--- src/rtl/led_pwm_pkg.sv ---
// ---------------------------------------------------------------------------
// led_pwm_pkg
// Shared constants for the PicoBlaze LED PWM bank.
//   - Register offsets above the duty block. The duty registers occupy
//     offsets 0..NUM_CH-1, and CTRL and STATUS follow at NUM_CH+CTRL_OFS and
//     NUM_CH+STATUS_OFS.
//   - CTRL bit positions.
//   - The default prescale value. At 50 MHz, 195 cycles per step with
//     256 steps gives a PWM period of about 1 kHz.
//   - A helper function that maps a port_id to a register offset.
// The optional fade feature is enabled by defining LED_PWM_FADE_EN.
// ---------------------------------------------------------------------------
package led_pwm_pkg;

    localparam int CTRL_OFS         = 0;
    localparam int STATUS_OFS       = 1;

    localparam int EN_BIT           = 0;
    localparam int MODE_BIT         = 1;
    localparam int FADE_BIT         = 2;

    localparam int DEFAULT_PRESCALE = 195;

    // The offset wraps modulo 256. A port_id below the base therefore maps to
    // a large offset, and that offset falls outside the register map.
    function automatic logic [7:0] reg_offset(input logic [7:0] port_id,
                                              input logic [7:0] base);
        return port_id - base;
    endfunction

endpackage

--- src/rtl/led_pwm_channel.sv ---
// ---------------------------------------------------------------------------
// led_pwm_channel
// One LED channel. It holds the software-visible duty (shadow) and the duty
// that the comparator uses (active). It also produces one registered LED bit.
// Ports:
//   clk, reset    system clock and synchronous active-high reset
//   wr_en         load shadow from wr_data on this cycle
//   wr_data       new duty value
//   period_end    last count step of the PWM period
//   pwm_cnt       shared PWM counter
//   en, mode      CTRL enable, and mode select (0 = PWM, 1 = on/off)
//   fade          step active toward shadow instead of jumping; the top
//                 level ties this low unless LED_PWM_FADE_EN is defined
//   shadow        current duty register, used for readback
//   led           registered LED output
// ---------------------------------------------------------------------------
module led_pwm_channel
    import led_pwm_pkg::*;
#(
    parameter int PWM_BITS = 8
) (
    input  logic                clk,
    input  logic                reset,
    input  logic                wr_en,
    input  logic [PWM_BITS-1:0] wr_data,
    input  logic                period_end,
    input  logic [PWM_BITS-1:0] pwm_cnt,
    input  logic                en,
    input  logic                mode,
    input  logic                fade,
    output logic [PWM_BITS-1:0] shadow,
    output logic                led
);

    logic [PWM_BITS-1:0] active;

    // Duty double buffer.
    // Software always writes the shadow register. The comparator only sees
    // the duty once it has been copied into active at a period boundary.
    // Active still holds the old shadow value when the copy happens. A write
    // on the same cycle as period_end therefore waits one full period.
    // While the bank is disabled, active tracks shadow continuously. Enabling
    // the bank then starts cleanly with the duties that software programmed.
    always_ff @(posedge clk) begin
        if (reset) begin
            shadow <= '0;
            active <= '0;
        end else begin
            if (wr_en) begin
                shadow <= wr_data;
            end
            if (!en) begin
                active <= shadow;
            end else if (period_end) begin
                if (fade) begin
                    if (active < shadow) begin
                        active <= active + 1'b1;
                    end else if (active > shadow) begin
                        active <= active - 1'b1;
                    end
                end else begin
                    active <= shadow;
                end
            end
        end
    end

    // LED output register.
    // In PWM mode, the LED is on while the count is below the active duty.
    // Duty 0 is therefore always off. The maximum duty is on for every step
    // except the last. In on/off mode, the LED reacts to the shadow value
    // directly, so software gets an immediate response.
    always_ff @(posedge clk) begin
        if (reset) begin
            led <= 1'b0;
        end else begin
            led <= en & (mode ? (shadow != '0) : (pwm_cnt < active));
        end
    end

endmodule

--- src/rtl/picoblaze_led_pwm_bank.sv ---
// ---------------------------------------------------------------------------
// picoblaze_led_pwm_bank
// kcpsm3 output peripheral that drives NUM_CH PWM LED lines.
// Port map (offset = port_id - BASE_PORT_ID):
//   0..NUM_CH-1   duty registers (R/W)
//   NUM_CH        CTRL (R/W): bit0 EN, bit1 MODE, bit2 FADE (LED_PWM_FADE_EN only)
//   NUM_CH+1      STATUS (RO): current PWM count
// Ports:
//   clk, reset    system clock and synchronous active-high reset
//   port_id       kcpsm3 port address
//   write_strobe  kcpsm3 write strobe
//   out_port      kcpsm3 write data
//   in_port       registered readback of the register that port_id selects
//   led           registered PWM LED outputs
// Optional build macro: LED_PWM_FADE_EN adds the FADE control bit.
// ---------------------------------------------------------------------------
module picoblaze_led_pwm_bank
    import led_pwm_pkg::*;
#(
    parameter int         NUM_CH       = 8,
    parameter logic [7:0] BASE_PORT_ID = 8'h00,
    parameter int         PWM_BITS     = 8,
    parameter int         PRESCALE     = DEFAULT_PRESCALE
) (
    input  logic              clk,
    input  logic              reset,
    input  logic [7:0]        port_id,
    input  logic              write_strobe,
    input  logic [7:0]        out_port,
    output logic [7:0]        in_port,
    output logic [NUM_CH-1:0] led
);

    localparam int             PRE_W    = (PRESCALE > 1) ? $clog2(PRESCALE) : 1;
    localparam logic [PRE_W-1:0] PRE_LAST = PRE_W'(PRESCALE - 1);

    logic [7:0]          offset;
    logic [PRE_W-1:0]    pre_cnt;
    logic [PWM_BITS-1:0] pwm_cnt;
    logic                tick;
    logic                period_end;
    logic                ctrl_en;
    logic                ctrl_mode;
    logic                ctrl_fade;
    logic                ctrl_wr;
    logic [NUM_CH-1:0]   wr_en;
    logic [PWM_BITS-1:0] shadow [NUM_CH];
    logic [7:0]          rd_data;
    logic                unused_port_bits;

    assign offset           = reg_offset(port_id, BASE_PORT_ID);
    assign ctrl_wr          = write_strobe && (offset == 8'(NUM_CH + CTRL_OFS));
    assign tick             = ctrl_en && (pre_cnt == PRE_LAST);
    assign period_end       = tick && (pwm_cnt == '1);
    assign unused_port_bits = ^out_port;

    // Address decode for the duty registers.
    // Each channel gets a one-hot write enable. Offsets outside the duty block
    // leave every channel untouched.
    always_comb begin
        wr_en = '0;
        for (int i = 0; i < NUM_CH; i++) begin
            if (write_strobe && (offset == 8'(i))) begin
                wr_en[i] = 1'b1;
            end
        end
    end

    // Control register.
    // Only the EN and MODE bits exist in the base build. FADE is stored only
    // when the fade option is compiled in. Otherwise FADE is a constant zero,
    // so it reads back as 0 and the channels always jump to the new duty.
    always_ff @(posedge clk) begin
        if (reset) begin
            ctrl_en   <= 1'b0;
            ctrl_mode <= 1'b0;
        end else if (ctrl_wr) begin
            ctrl_en   <= out_port[EN_BIT];
            ctrl_mode <= out_port[MODE_BIT];
        end
    end

`ifdef LED_PWM_FADE_EN
    // The fade enable bit is stored alongside EN and MODE.
    always_ff @(posedge clk) begin
        if (reset) begin
            ctrl_fade <= 1'b0;
        end else if (ctrl_wr) begin
            ctrl_fade <= out_port[FADE_BIT];
        end
    end
`else
    assign ctrl_fade = 1'b0;
`endif

    // Prescaler and PWM counter.
    // Both counters are held at zero while the bank is disabled. Enabling the
    // bank therefore always begins a fresh period. pwm_cnt wraps naturally at
    // 2^PWM_BITS.
    always_ff @(posedge clk) begin
        if (reset || !ctrl_en) begin
            pre_cnt <= '0;
            pwm_cnt <= '0;
        end else begin
            if (tick) begin
                pre_cnt <= '0;
                pwm_cnt <= pwm_cnt + 1'b1;
            end else begin
                pre_cnt <= pre_cnt + 1'b1;
            end
        end
    end

    // Readback multiplexer.
    // All values are zero-extended to the 8-bit port. Any offset outside the
    // register map reads as zero.
    always_comb begin
        rd_data = 8'h00;
        for (int i = 0; i < NUM_CH; i++) begin
            if (offset == 8'(i)) begin
                rd_data = 8'(shadow[i]);
            end
        end
        if (offset == 8'(NUM_CH + CTRL_OFS)) begin
            rd_data[EN_BIT]   = ctrl_en;
            rd_data[MODE_BIT] = ctrl_mode;
            rd_data[FADE_BIT] = ctrl_fade;
        end
        if (offset == 8'(NUM_CH + STATUS_OFS)) begin
            rd_data = 8'(pwm_cnt);
        end
    end

    // The readback register runs every cycle and does not need read_strobe.
    // kcpsm3 holds port_id for two cycles, so the data is ready in time.
    always_ff @(posedge clk) begin
        if (reset) begin
            in_port <= 8'h00;
        end else begin
            in_port <= rd_data;
        end
    end

    // One channel per LED line.
    for (genvar g = 0; g < NUM_CH; g++) begin : g_ch
        led_pwm_channel #(
            .PWM_BITS (PWM_BITS)
        ) u_ch (
            .clk        (clk),
            .reset      (reset),
            .wr_en      (wr_en[g]),
            .wr_data    (out_port[PWM_BITS-1:0]),
            .period_end (period_end),
            .pwm_cnt    (pwm_cnt),
            .en         (ctrl_en),
            .mode       (ctrl_mode),
            .fade       (ctrl_fade),
            .shadow     (shadow[g]),
            .led        (led[g])
        );
    end

endmodule

--- config.mk ---
export PLATFORM = sky130hd
export DESIGN_NAME = picoblaze_led_pwm_bank
export DESIGN_NICKNAME = d
export VERILOG_FILES = /design/src/rtl/led_pwm_pkg.sv /design/src/rtl/led_pwm_channel.sv /design/src/rtl/picoblaze_led_pwm_bank.sv
export SDC_FILE = /design/constraint.sdc
export NUM_CORES = 1
export LEC_CHECK = 0
export CELL_PAD_IN_SITES_DETAIL_PLACEMENT = 1
export CELL_PAD_IN_SITES_GLOBAL_PLACEMENT = 1
export CORE_ASPECT_RATIO = 0.6
export CORE_UTILIZATION = 47
export DETAILED_ROUTE_END_ITERATION = 10
export PLACE_DENSITY_LB_ADDON = 0.1
export SYNTH_ARGS = -nofsm -noshare
export SYNTH_HDL_FRONTEND = slang
export SYNTH_SLANG_ARGS = --single-unit
--- constraint.sdc ---
create_clock -name clk -period 2 [get_ports clk]
set_input_delay 0.4 -clock clk [delete_from_list [all_inputs] [get_ports clk]]
set_output_delay 0.4 -clock clk [all_outputs]
set_load 0.05 [all_outputs]
* After elaboration in Yosys (flattened, before gate mapping)
Cells that the tools add are included.
Storage, ports and cells: flip-flop bits (word level) 162, input bits 19, output and inout port bits 16, word-level logic and storage cells 124
Cells by class: add/sub/neg operators 2, $lt $le $gt $ge 8, equality and inequality tests 12, muxes and demuxes 42, bitwise operators 8, reduce and logical (&&, ||, !) cells 23
Operator list (count):
- 8-bit 2-to-1 mux | 25
- 8-bit less-than comparator | 8
- 8-bit nonzero test | 8
- 8-bit by 3-bit == test with 1-bit output, second input constant | 4
- 8-bit by 1-bit adder with 8-bit output, second input constant | 2
- 8-bit by 2-bit == test with 1-bit output, second input constant | 2
- 8-bit by 4-bit == test with 1-bit output, second input constant | 2
- 8-bit == test, second input constant | 2
- 1-bit 2-to-1 mux | 16
- 1-bit logical AND | 11
- 1-bit bitwise AND | 8
- 8-bit by 1-bit == test with 1-bit output, second input constant | 1
- 8-bit zero test | 1
- 3-bit 2-to-1 mux | 1
- 2-bit by 1-bit != test with 1-bit output, second input constant | 1
- 2-bit OR reduction | 1
- 1-bit zero test | 1
- 1-bit logical OR | 1

* Longest topological paths before layout
Gate-level depths: netlist (run 1).
word-level depth 11, mapped depth 8, gate-level depth less buffers 7

* Hierarchy
From an unflattened synthesis (run 1), not the netlist that was laid out.
Second synthesis, totals: cell total of the unflattened synthesis 1528, area total of the unflattened synthesis 13491.7 sq um
By module, submodules not included:
- led_pwm_channel | times used 8, cells an instance 163, area an instance 1458.9 sq um, seq. area each 340.3 sq um
- picoblaze_led_pwm_bank | times used 1, cells an instance 224, area an instance 1820.5 sq um, seq. area each 520.5 sq um

* Worst setup path before layout (run 1)
Ideal clock, no wire load.
path kind register -> register, start register pwm_cnt[1], end register g_ch[0].u_ch.active[0], setup time 0.132 ns, arrival 1.712 ns, required time 1.868 ns, setup slack 0.156 ns, stages on the path, launching flop included 8, path buffers 2, clock period less this slack 1.844 ns, path through dfxtp_1 ha_1 nand3_1 o31a_1 clkbuf_1 clkbuf_1 nand2_1 a21oi_1
On the way: word-level cells in the longest chain between the ends 3
Ends and longest elaborated chain:
- from (decl) | RTL line picoblaze_led_pwm_bank.sv:39 | logic [PWM_BITS-1:0] pwm_cnt;
- from (signal assigned) | RTL line picoblaze_led_pwm_bank.sv:107 | pwm_cnt <= pwm_cnt + 1'b1;
- 8-bit == test | RTL line picoblaze_led_pwm_bank.sv:54 | assign period_end = tick && (pwm_cnt == '1);
- 1-bit logical AND | RTL line picoblaze_led_pwm_bank.sv:54
- 2-bit by 1-bit != test with 1-bit output (no line)
- to (signal assigned) | RTL line led_pwm_channel.sv:57 | active <= active + 1'b1;
- to (signal assigned) | RTL line led_pwm_channel.sv:59 | active <= active - 1'b1;
- to (signal assigned) | RTL line led_pwm_channel.sv:62 | active <= shadow;
- to (decl) | RTL line led_pwm_channel.sv:35 | logic [PWM_BITS-1:0] active;
No other way between the ends. A chain may end at the register's enable or synchronous reset.

* Worst setup path after layout (run 1)
start input port_id[2], end register in_port[0]
On the way: word-level cells in the longest chain between the ends 11, elaborated cells on any way between the ends 20, classes of those cells eq/ne (9); mux (10); reduce/logical (1)
Ends and longest elaborated chain:
- from (decl) | RTL line picoblaze_led_pwm_bank.sv:27 | input logic [7:0] port_id,
- 8-bit zero test | RTL line picoblaze_led_pwm_bank.sv:120 | if (offset == 8'(i)) begin
- 8-bit 2-to-1 mux (8 in series) | RTL line picoblaze_led_pwm_bank.sv:120
- 3-bit 2-to-1 mux | RTL line picoblaze_led_pwm_bank.sv:124 | if (offset == 8'(NUM_CH + CTRL_OFS)) begin
- 8-bit 2-to-1 mux (*) | RTL line picoblaze_led_pwm_bank.sv:129 | if (offset == 8'(NUM_CH + STATUS_OFS)) begin
- to (signal assigned) | RTL line picoblaze_led_pwm_bank.sv:140 | in_port <= rd_data;
- to (decl) | RTL line picoblaze_led_pwm_bank.sv:30 | output logic [7:0] in_port,
Every way passes the cells marked *; elsewhere a longest branch is shown, timed or not.

==> metrics.csv, run 1 <==
stage;metric;value;unit
logic_synthesis;async_flop_share;0;%
setup_path;cp_max_fo;5;
cells_and_area;regArea;3250;um^2
cts;clockBufferDepth;2;
route;ant_nets;0;
floorplanning;ios;35;
sta;setup_violations;1;
logic_synthesis;synth_top_family_by_area;simple AND/OR/NAND/NOR gates;
route;detailroute.via_count;7230;
flow_run;maxCapViolations;0;
grt;grt_pass1_vias;7636;
sta;finalHoldViolCount;0;
pwr;p_clk_share;51.5;%
setup_path;endpoint_kind;flop;
cts;cts-root-buf;clkbuf_16;
cells_and_area;nets;1094;
setup_path;critPathLaunchType;input pin;
logic_synthesis;synth_cell_type_count;59;
logic_synthesis;synth_ff_type;dfxtp_1;
cts;cts_inserted_buffers;17;
route;drtPass1Iterations;4;
sta;slew_headroom;53.9;%
route;wl_per_cell;21.8;um
placed_design;placed_cells;1224;
setup_path;worst_ep_required_time;2370;ps
grt;antenna_found_initial;0;
pwr;cellPowerDensity;734;nW/um^2
logic_synthesis;netlist_instances;951;
logic_synthesis;synth_edf_count;0;
setup_path;rrSetupSlack;80;ps
logic_synthesis;synth.area.mux_share;11.6;%
pwr;p_leak;3.91;nW
floorplanning;die_y;104;um
sta;finalClockSkew;7.98;ps
placed_design;portBuffers;34;
route;drc;0;
pwr;comb_power_share;3.9;%
floorplanning;dieWidth;172;um
logic_synthesis;synth-adder-area-share;9.06;%
logic_synthesis;syn_nets;1029;
cells_and_area;multi_input_area;4380;um^2
worst_hold_path;min_path_type;in2reg;
grt;track_usage;32.2;%
floorplanning;die-area;17900;um^2
placed_design;gp_congestion;0.931;
cts;tritoncts;built;
route;via_per_inst;5.76;
logic_synthesis;synth-simple-area-share;18.7;%
logic_synthesis;synth_xor_area_share;1.29;%
floorplanning;core_area;16600;um^2
floorplanning;start_util;49.2;%
sta;fmax;0.498;GHz
route;drtIter0Drc;478;
pwr;switching_share;21.2;%
outcome;violations;negative setup slack;
sta;finalMaxSlewViolations;0;
grt;grt_pass1_wl;42900;um
logic_synthesis;synth-seq-cells;162;
pwr;pwr-share-seq;44.7;%
logic_synthesis;synth_seq_area_share;39.8;%
logic_synthesis;synth.avg_cell_area;8.57;um^2
sta;fin_crit_sh;100;%
logic_synthesis;synth_common_cells;dfxtp_1, nand2_1, nor2_1;
sta;layout_setup_ws;-6.30;ps
outcome;status;finished with violations;
pwr;p_int;5.70;mW
setup_path;crit_type;in2reg;
logic_synthesis;synth_area_leaders;dfxtp_1, mux2i_1, ha_1, nand2_1, a21oi_1;
pwr;p_switching;1.53;mW
logic_synthesis;synth_top_area_share;39.8;%
floorplanning;fp-row-count;36;
grt;gr-total-overflow;0;
grt;grt_start_max_net_pins;138;
logic_synthesis;synth-compound-area-share;12.6;%
sta;hold_ws;430;ps
logic_synthesis;synth.most_common_cell;dfxtp_1;
setup_path;crit_arrival;2380;ps
logic_synthesis;yosysTopAreaCell;dfxtp_1;
sta;period_needed;2010;ps
logic_synthesis;yosys_warnings;0;
cells_and_area;fin_cells;1256;
cts;cts_max_level;4;
cts;path_clk_slew;60;ps
sta;worstMarginPinSlew;691;ps
logic_synthesis;syn_area;8150;um^2
pwr;peakVddDrop;0.607;mV
cells_and_area;fillers;1948;
cts;clkLatencyLatePin;440;ps
cells_and_area;antennaDiodeCount;0;
placed_design;post-dp-hpwl;19300;um
cells_and_area;area_growth;21.1;%
route;wirelength;27300;um
cts;cts_sinks;162;
sta;rsz0062_at_grt;yes;
cells_and_area;drive_gt1_share;13.7;%
cells_and_area;fin_util;59.5;%
## area by class of cell
cell class,count,area share [%]
Clock buffer,22,4.60
Sequential cell,162,32.9
Timing Repair Buffer,109,10.8
Multi-Input combinational cell,663,44.4
Inverter,63,2.40
Tap cell,228,2.89
Clock inverter,9,2.07
## sequential cells by signal, indices dropped and copies added, names as in the netlist
name,cells
g_ch.u_ch.active,64
g_ch.u_ch.shadow,64
g_ch.u_ch.led,8
in_port,8
pre_cnt,8
pwm_cnt,8
ctrl_en,1
ctrl_mode,1
## path summary, 6_finish.rpt
kind                            depth (start not counted)                                start                                  end
worst max-delay path                                    8                           port_id[2]                in_port[0]$_SDFF_PP0_
worst min-delay path                                    4                                reset                in_port[0]$_SDFF_PP0_
worst max register to register                          6              pwm_cnt[4]$_SDFFE_PP0P_  g_ch[2].u_ch.active[5]$_SDFFE_PP0P_
worst min register to register                          2  g_ch[2].u_ch.active[2]$_SDFFE_PP0P_  g_ch[2].u_ch.active[2]$_SDFFE_PP0P_
## critical path, cell delays in order
cell	delay, ps
clkdlybuf4s50_1	640
o21ai_0	150
a21oi_1	290
buf_4	170
o21ai_0	100
a211oi_2	320
buf_4	160
o311a_1	140
## repair_timing
action / 4_1_cts / 5_1_grt
gates resized for setup: 7 / 8
hold buffers: 0 / 0
buffers inserted: 1 / 0
endpoints found under the hold margin: 0 / 0
pin swaps: 2 / 3
endpoints found under the setup margin: 11 / 35
## power groups by stage
stage,Clock [mW],Combinational (mW),Sequential (mW)
after floorplan,0,0.131,3.30
after global placement,0,0.270,3.30
after detailed placement,0,0.275,3.30
after CTS,3.75,0.276,3.23
after global routing,3.91,0.293,3.23
final,3.72,0.282,3.23
## layer usage
metal	part of all wire [%]	global-route usage (%)	vias to the layer above
met1	47	44.8	3637
met5	0	0	-
met4	1.5	9.80	0
met2	46	50.6	186
li1	-	-	3376
met3	5.3	5.52	31
## through the flow
| stage | area, um^2 | worst slack (ps) | setup TNS [ps] | total power, mW |
|---|---|---|---|---|
| floorplan | 8150 | 156 | 0 | 3.43 |
| global placement | 9160 | -447 | -24380 | 3.57 |
| detailed placement | 9160 | -482 | -27220 | 3.58 |
| CTS | 9840 | 2.51 | 0 | 7.26 |
| global route | 9860 | -16.1 | -16.1 | 7.44 |
| finish | 9860 | -6.30 | -6.30 | 7.24 |
## placed cells by master, fill, tap and decap left out, drive strengths merged, types with 6 or more instances in the layout
master           n
bufinv           6
xor2             6
a21oi           93
nand2          147
a221oi           6
inv             63
clkbuf          22
a211oi           9
clkdlybuf4s50   26
nor2           103
nor3            13
dfxtp          162
buf             77
nor2b           14
mux2            11
nand2b           7
xnor2            6
a21o             8
mux2i           75
nand3           19
nor4            12
ha              59
o21ai           16
## cells by family (layout without fill, tap and decap cells)
logic type | Yosys count | count (layout)
simple gates | 336 | 336
flops | 162 | 162
fa+ha+maj | 59 | 59
compound gates | 167 | 167
xor+xnor | 12 | 12
mux | 89 | 89
buf+inv | 126 | 203
No activity file was read; power rests on OpenSTA's default activity.
==> run 2, diff against run 1 <==
GPL_ROUTABILITY_DRIVEN = 1   (was default)
==> results of run 2 <==
Same layout as run 1: the final DEF is identical, and so are final timing and power.
==> RTL edit 1: new RTL, config.mk and constraints of run 1 <==
The option `LED_PWM_FADE_EN` is turned on by a define.
--- a/src/rtl/picoblaze_led_pwm_bank.sv
+++ b/src/rtl/picoblaze_led_pwm_bank.sv
@@ -14,6 +14,8 @@
 //   led           registered PWM LED outputs
 // Optional build macro: LED_PWM_FADE_EN adds the FADE control bit.
 // ---------------------------------------------------------------------------
+`define LED_PWM_FADE_EN
+
 module picoblaze_led_pwm_bank
     import led_pwm_pkg::*;
 #(
Behaviour: not the same (a bounded check fails within 4 cycles, from zero or initial values and one cycle with reset high).
==> RTL edit 1 against run 1 <==
The flow now stops in global routing (5_1_grt). Synthesized cell count increased by 61%. Synthesized area increased by 57%.
==> RTL edit 1: results (changes against run 1) <==
- Halt Reason: [ERROR GRT-0232] Routing congestion too high. Check the congestion heatmap in the GUI.
- Warnings, synthesis: 0 (unchanged)
- Largest net degree at the start of global routing: 57
- Number of antenna violations at the first check in global routing: 17
- Flops & latches, synth: 163 (+0.62%)
- Async set-reset flop share out of synthesis: 0% (unchanged)
- Number of CTS-inserted buffers: 17 (unchanged)
- Exit stage: global routing (5_1_grt)
- CTS HTree Levels: 4 (unchanged)
- Sequential-to-total area share from yosys stat: 25.4% (-14 points)
- Count of buffers inserted at the top-level ports: 34 (unchanged)
- Synthesized Nets: 1735 (+69%)
- Maximum buffer depth of the clock tree: 2 (unchanged)
- CTS Hold Bufs: 0 (unchanged)
- Final HPWL from detailed placement: 39300 um (+100%)
- Run status: did not finish
- Placement Setup Slack: -992 ps (-510 ps)
- Gr usage total: slightly above 90%
- Global route overflow: 895
- Most frequent cells after synthesis: sky130_fd_sc_hd__ha_1, sky130_fd_sc_hd__dfxtp_1, sky130_fd_sc_hd__nor2_1, sky130_fd_sc_hd__inv_1, sky130_fd_sc_hd__a21oi_1
- Number of distinct library cells after synthesis: 74 (+25%)
- Worst-path endpoint after global-route repair_timing: g_ch[0].u_ch.active[7]$_SDFFE_PP0P_/D
- Root Driver: sky130_fd_sc_hd__clkbuf_16
- Weighted congestion at the end of routability-driven global placement: 0.960 (+3.1%)
- WEP type: sequential cell input
- Cell types with the largest area share after synthesis: sky130_fd_sc_hd__dfxtp_1, sky130_fd_sc_hd__ha_1, sky130_fd_sc_hd__mux2i_1
[RTL edit 1: kinds of logic after synthesis]
kind of cell | after synthesis | synth area share [%]
AND/OR/NAND/NOR | 454 | 17.6
AO/OA/AOI/OAI | 377 | 19.7
buffers and inverters | 206 | 7.20
adder cells (fa/ha/maj) | 187 | 18.7
flip-flops | 163 | 25.4
multiplexers | 90 | 7.66
XOR/XNOR | 52 | 3.66
[RTL edit 1: per-stage QoR]
step,instances,area (um2),hold WS [ps]
2_1_floorplan,1529,13400,430
3_3_place_gp,2210,16700,505
3_5_place_dp,2210,16700,530
4_1_cts,2308,18500,441
[RTL edit 1: metal layers]
layer  overflow  track usage, %
met1         23            85.4
met2        608             109
met3         16            75.8
met4        248             102
met5          0            44.7
[RTL edit 1: timing repair]
action / CTS
resized for setup: 153
gates cloned: 0
pin swaps: 131
endpoints found under the setup margin: 131
buffers inserted: 80
endpoints found under the hold margin: 0
==> RTL edit 2: new RTL, flow settings as in run 1 <==
Without the edit above. Register the output `in_port` once more, cleared by the reset; this adds one clock of latency there. The other outputs are not delayed to match. Comments in the files are not updated.
--- a/src/rtl/picoblaze_led_pwm_bank.sv
+++ b/src/rtl/picoblaze_led_pwm_bank.sv
@@ -33,6 +33,8 @@
 
     localparam int             PRE_W    = (PRESCALE > 1) ? $clog2(PRESCALE) : 1;
     localparam logic [PRE_W-1:0] PRE_LAST = PRE_W'(PRESCALE - 1);
+
+    logic [7:0] in_port_s0;
 
     logic [7:0]          offset;
     logic [PRE_W-1:0]    pre_cnt;
@@ -135,9 +137,9 @@
     // kcpsm3 holds port_id for two cycles, so the data is ready in time.
     always_ff @(posedge clk) begin
         if (reset) begin
-            in_port <= 8'h00;
+            in_port_s0 <= 8'h00;
         end else begin
-            in_port <= rd_data;
+            in_port_s0 <= rd_data;
         end
     end
 
@@ -160,5 +162,13 @@
         );
     end
 
+    always_ff @(posedge clk) begin
+        if (reset) begin
+            in_port <= '0;
+        end else begin
+            in_port <= in_port_s0;
+        end
+    end
+
 endmodule
 
Formal check against the unedited RTL: not equivalent (a bounded check fails within 4 cycles, from zero or initial values and one cycle with reset high).
==> RTL edit 2 against run 1 <==
Sequential cell count grew 8. Via count increased by 3.5%. Clock power fell by 11%. Clock skew is 1.4 ps lower. Largest power group is now registers. Highest routed layer unchanged. Sequential share of layout area grew 1.0 points. Final area is 1.8% higher. Setup slack gained 1.5 ps. Global-route usage is 0.85 points lower. Total power shrank 3.4%. Synthesized area is 0.86% higher. Sequential power up 5%. Routed wire length rose by 1.1%. Non-clock buffer count is 5 higher. The run still ends with setup timing left.
==> RTL edit 2: results (changes against run 1) <==
- Hold WC Path Type: primary input to register
- Multiplexer fraction of the synthesized cell area: 7.96% (-3.6 points)
- Run status: finished with violations
- WHS: 388 ps (-42.6 ps)
- Layout Nets: 1139 (+4.1%)
- Arrival time at the worst endpoint: 2290 ps (-90 ps)
- Via Count: 7483 (+3.5%)
- Terminus of the critical flop-to-flop path: g_ch[7].u_ch.active[4]$_SDFFE_PP0P_
- Worst-path maximum fanout: 8 (+3)
- Static Leakage: 3.71 nW (-5.0%)
- Sw frac: 22.4% (+1.2 points)
- Global-route wire length before repair: 43000 um (+0.31%)
- Worst reg2reg setup slack: 110 ps (+30 ps)
- Startpoint of the lowest-slack register-to-register path: pre_cnt[3]$_SDFF_PP0_
- Beginning of the worst hold path: reset
- Sequential-to-total area share from yosys stat: 41.4% (+1.6 points)
- Cell types with the largest area share after synthesis: sky130_fd_sc_hd__dfxtp_1, sky130_fd_sc_hd__ha_1, sky130_fd_sc_hd__nand2_1
- Depth of the worst register-to-register path: 8 (+2)
- Drt first pass iters: 4 (unchanged)
- Final HPWL from detailed placement: 18800 um (-2.8%)
- Synthesized Nets: 1073 (+4.3%)
- Share of cells above drive strength 1: 13.3% (-0.39 points)
- Worst setup slack after layout: -4.85 ps (+1.46 ps)
- Final setup violation count: 1 (unchanged)
- Violated checks: setup timing
- Total routed wirelength: 27600 um (+1.1%)
- Clock skew: 6.56 ps (-1.43 ps)
- Weighted congestion at the end of routability-driven global placement: 0.882 (-5.3%)
- Relative slew margins: 41.3% (-13 points)
- Number of distinct library cells after synthesis: 47 (-20%)
- Most frequent cells after synthesis: sky130_fd_sc_hd__nand2_1, sky130_fd_sc_hd__dfxtp_1, sky130_fd_sc_hd__a21oi_1, sky130_fd_sc_hd__nor2_1, sky130_fd_sc_hd__inv_1
- Largest net degree at the start of global routing: 79 (-43%)
- Cell count of the worst hold path: 3 (-1)
- Average wire length per cell after detail routing: 21.1 um (-2.9%)
- Cell count after placement: 1271 (+3.8%)
- Sum Neg Setup Slack: -4.85 ps (+1.46 ps)
- Cell type of the slowest stage on the worst timing path: sky130_fd_sc_hd__or4b_4
- Warnings, synthesis: 0 (unchanged)
- Iter 0 DRT Violations: 611 (+28%)
- Number of antenna violations at the first check in global routing: 0 (unchanged)
- Adder-cell area share of the yosys netlist: 8.98% (-0.077 points)
- Cells after synthesis: 995 (+4.6%)
- Filler instances: 1999 (+2.6%)
- Highest ir drop seen on vdd: 502 uV (-17%)
## RTL edit 2: power by group through the flow
stage          clock [mW]  sequential [mW]  combinational (mW)
3_3_place_gp            0             3.47               0.272
4_1_cts              3.35             3.39               0.277
6_report             3.31             3.39               0.291
2_1_floorplan           0             3.47               0.135
3_5_place_dp            0             3.47               0.276
5_1_grt              3.50             3.39               0.303
## RTL edit 2: kinds of logic (layout without fill, tap and decap cells)
logic type / count (synthesis) / after routing
mux: 60 / 60
buf+inv: 129 / 207
compound gates: 183 / 183
xor+xnor: 12 / 12
simple gates: 382 / 382
fa+ha+maj: 59 / 59
flops: 170 / 170
## RTL edit 2: through the flow
step                setup slack (ps)  power [mW]  area (um2)
floorplan                       -349        3.60        8240
global placement                -765        3.74        9340
detailed placement              -843        3.74        9340
CTS                            -54.0        7.02        9960
global route                   -61.8        7.20       10000
finish                         -4.85        6.99       10000
## RTL edit 2: routing by layer
layer	track usage, %	vias up	wire, um
met4	9.42	0	546
met2	46.1	214	11700
met5	0	-	0
met3	5.48	35	1620
met1	46.4	3718	13800
li1	-	3516	-
## RTL edit 2: cell type report
type	instances	area [um2]	area share, %
Inverter	62	233	2.32
Sequential cell	170	3400	33.9
Clock inverter	6	60.1	0.598
Timing Repair Buffer	114	1160	11.6
Tap cell	234	293	2.92
Clock buffer	25	526	5.24
Multi-Input combinational cell	696	4360	43.5
## RTL edit 2: repair_timing
action                                  4_1_cts  5_1_grt
gates resized for setup                      21       10
pin swaps                                     4        5
buffers inserted                              2        3
hold endpoints to repair                      0        0
endpoints found under the setup margin       40      125
gates cloned                                  0        1
## RTL edit 2: how the worst max path moves through the flow
| stage | start | slack (ps) | end | cells past startpoint |
|---|---|---|---|---|
| finish | port_id[7] | -5 | g_ch[1].u_ch.shadow[3]$_SDFFE_PP0P_ | 8 |
| detailed placement | port_id[5] | -840 | g_ch[0].u_ch.shadow[7]$_SDFFE_PP0P_ | 8 |
| global route | port_id[7] | -60 | g_ch[1].u_ch.shadow[7]$_SDFFE_PP0P_ | 8 |
| floorplan | port_id[5] | -350 | g_ch[0].u_ch.shadow[0]$_SDFFE_PP0P_ | 6 |
| global placement | port_id[5] | -770 | g_ch[2].u_ch.shadow[4]$_SDFFE_PP0P_ | 8 |
| CTS | port_id[6] | -50 | g_ch[0].u_ch.shadow[7]$_SDFFE_PP0P_ | 8 |
## RTL edit 2: worst max-delay path, delay by kind of cell
family	cells	cell delay [ps]
mux	1	200
simple gates	4	1280
buf+inv	3	410
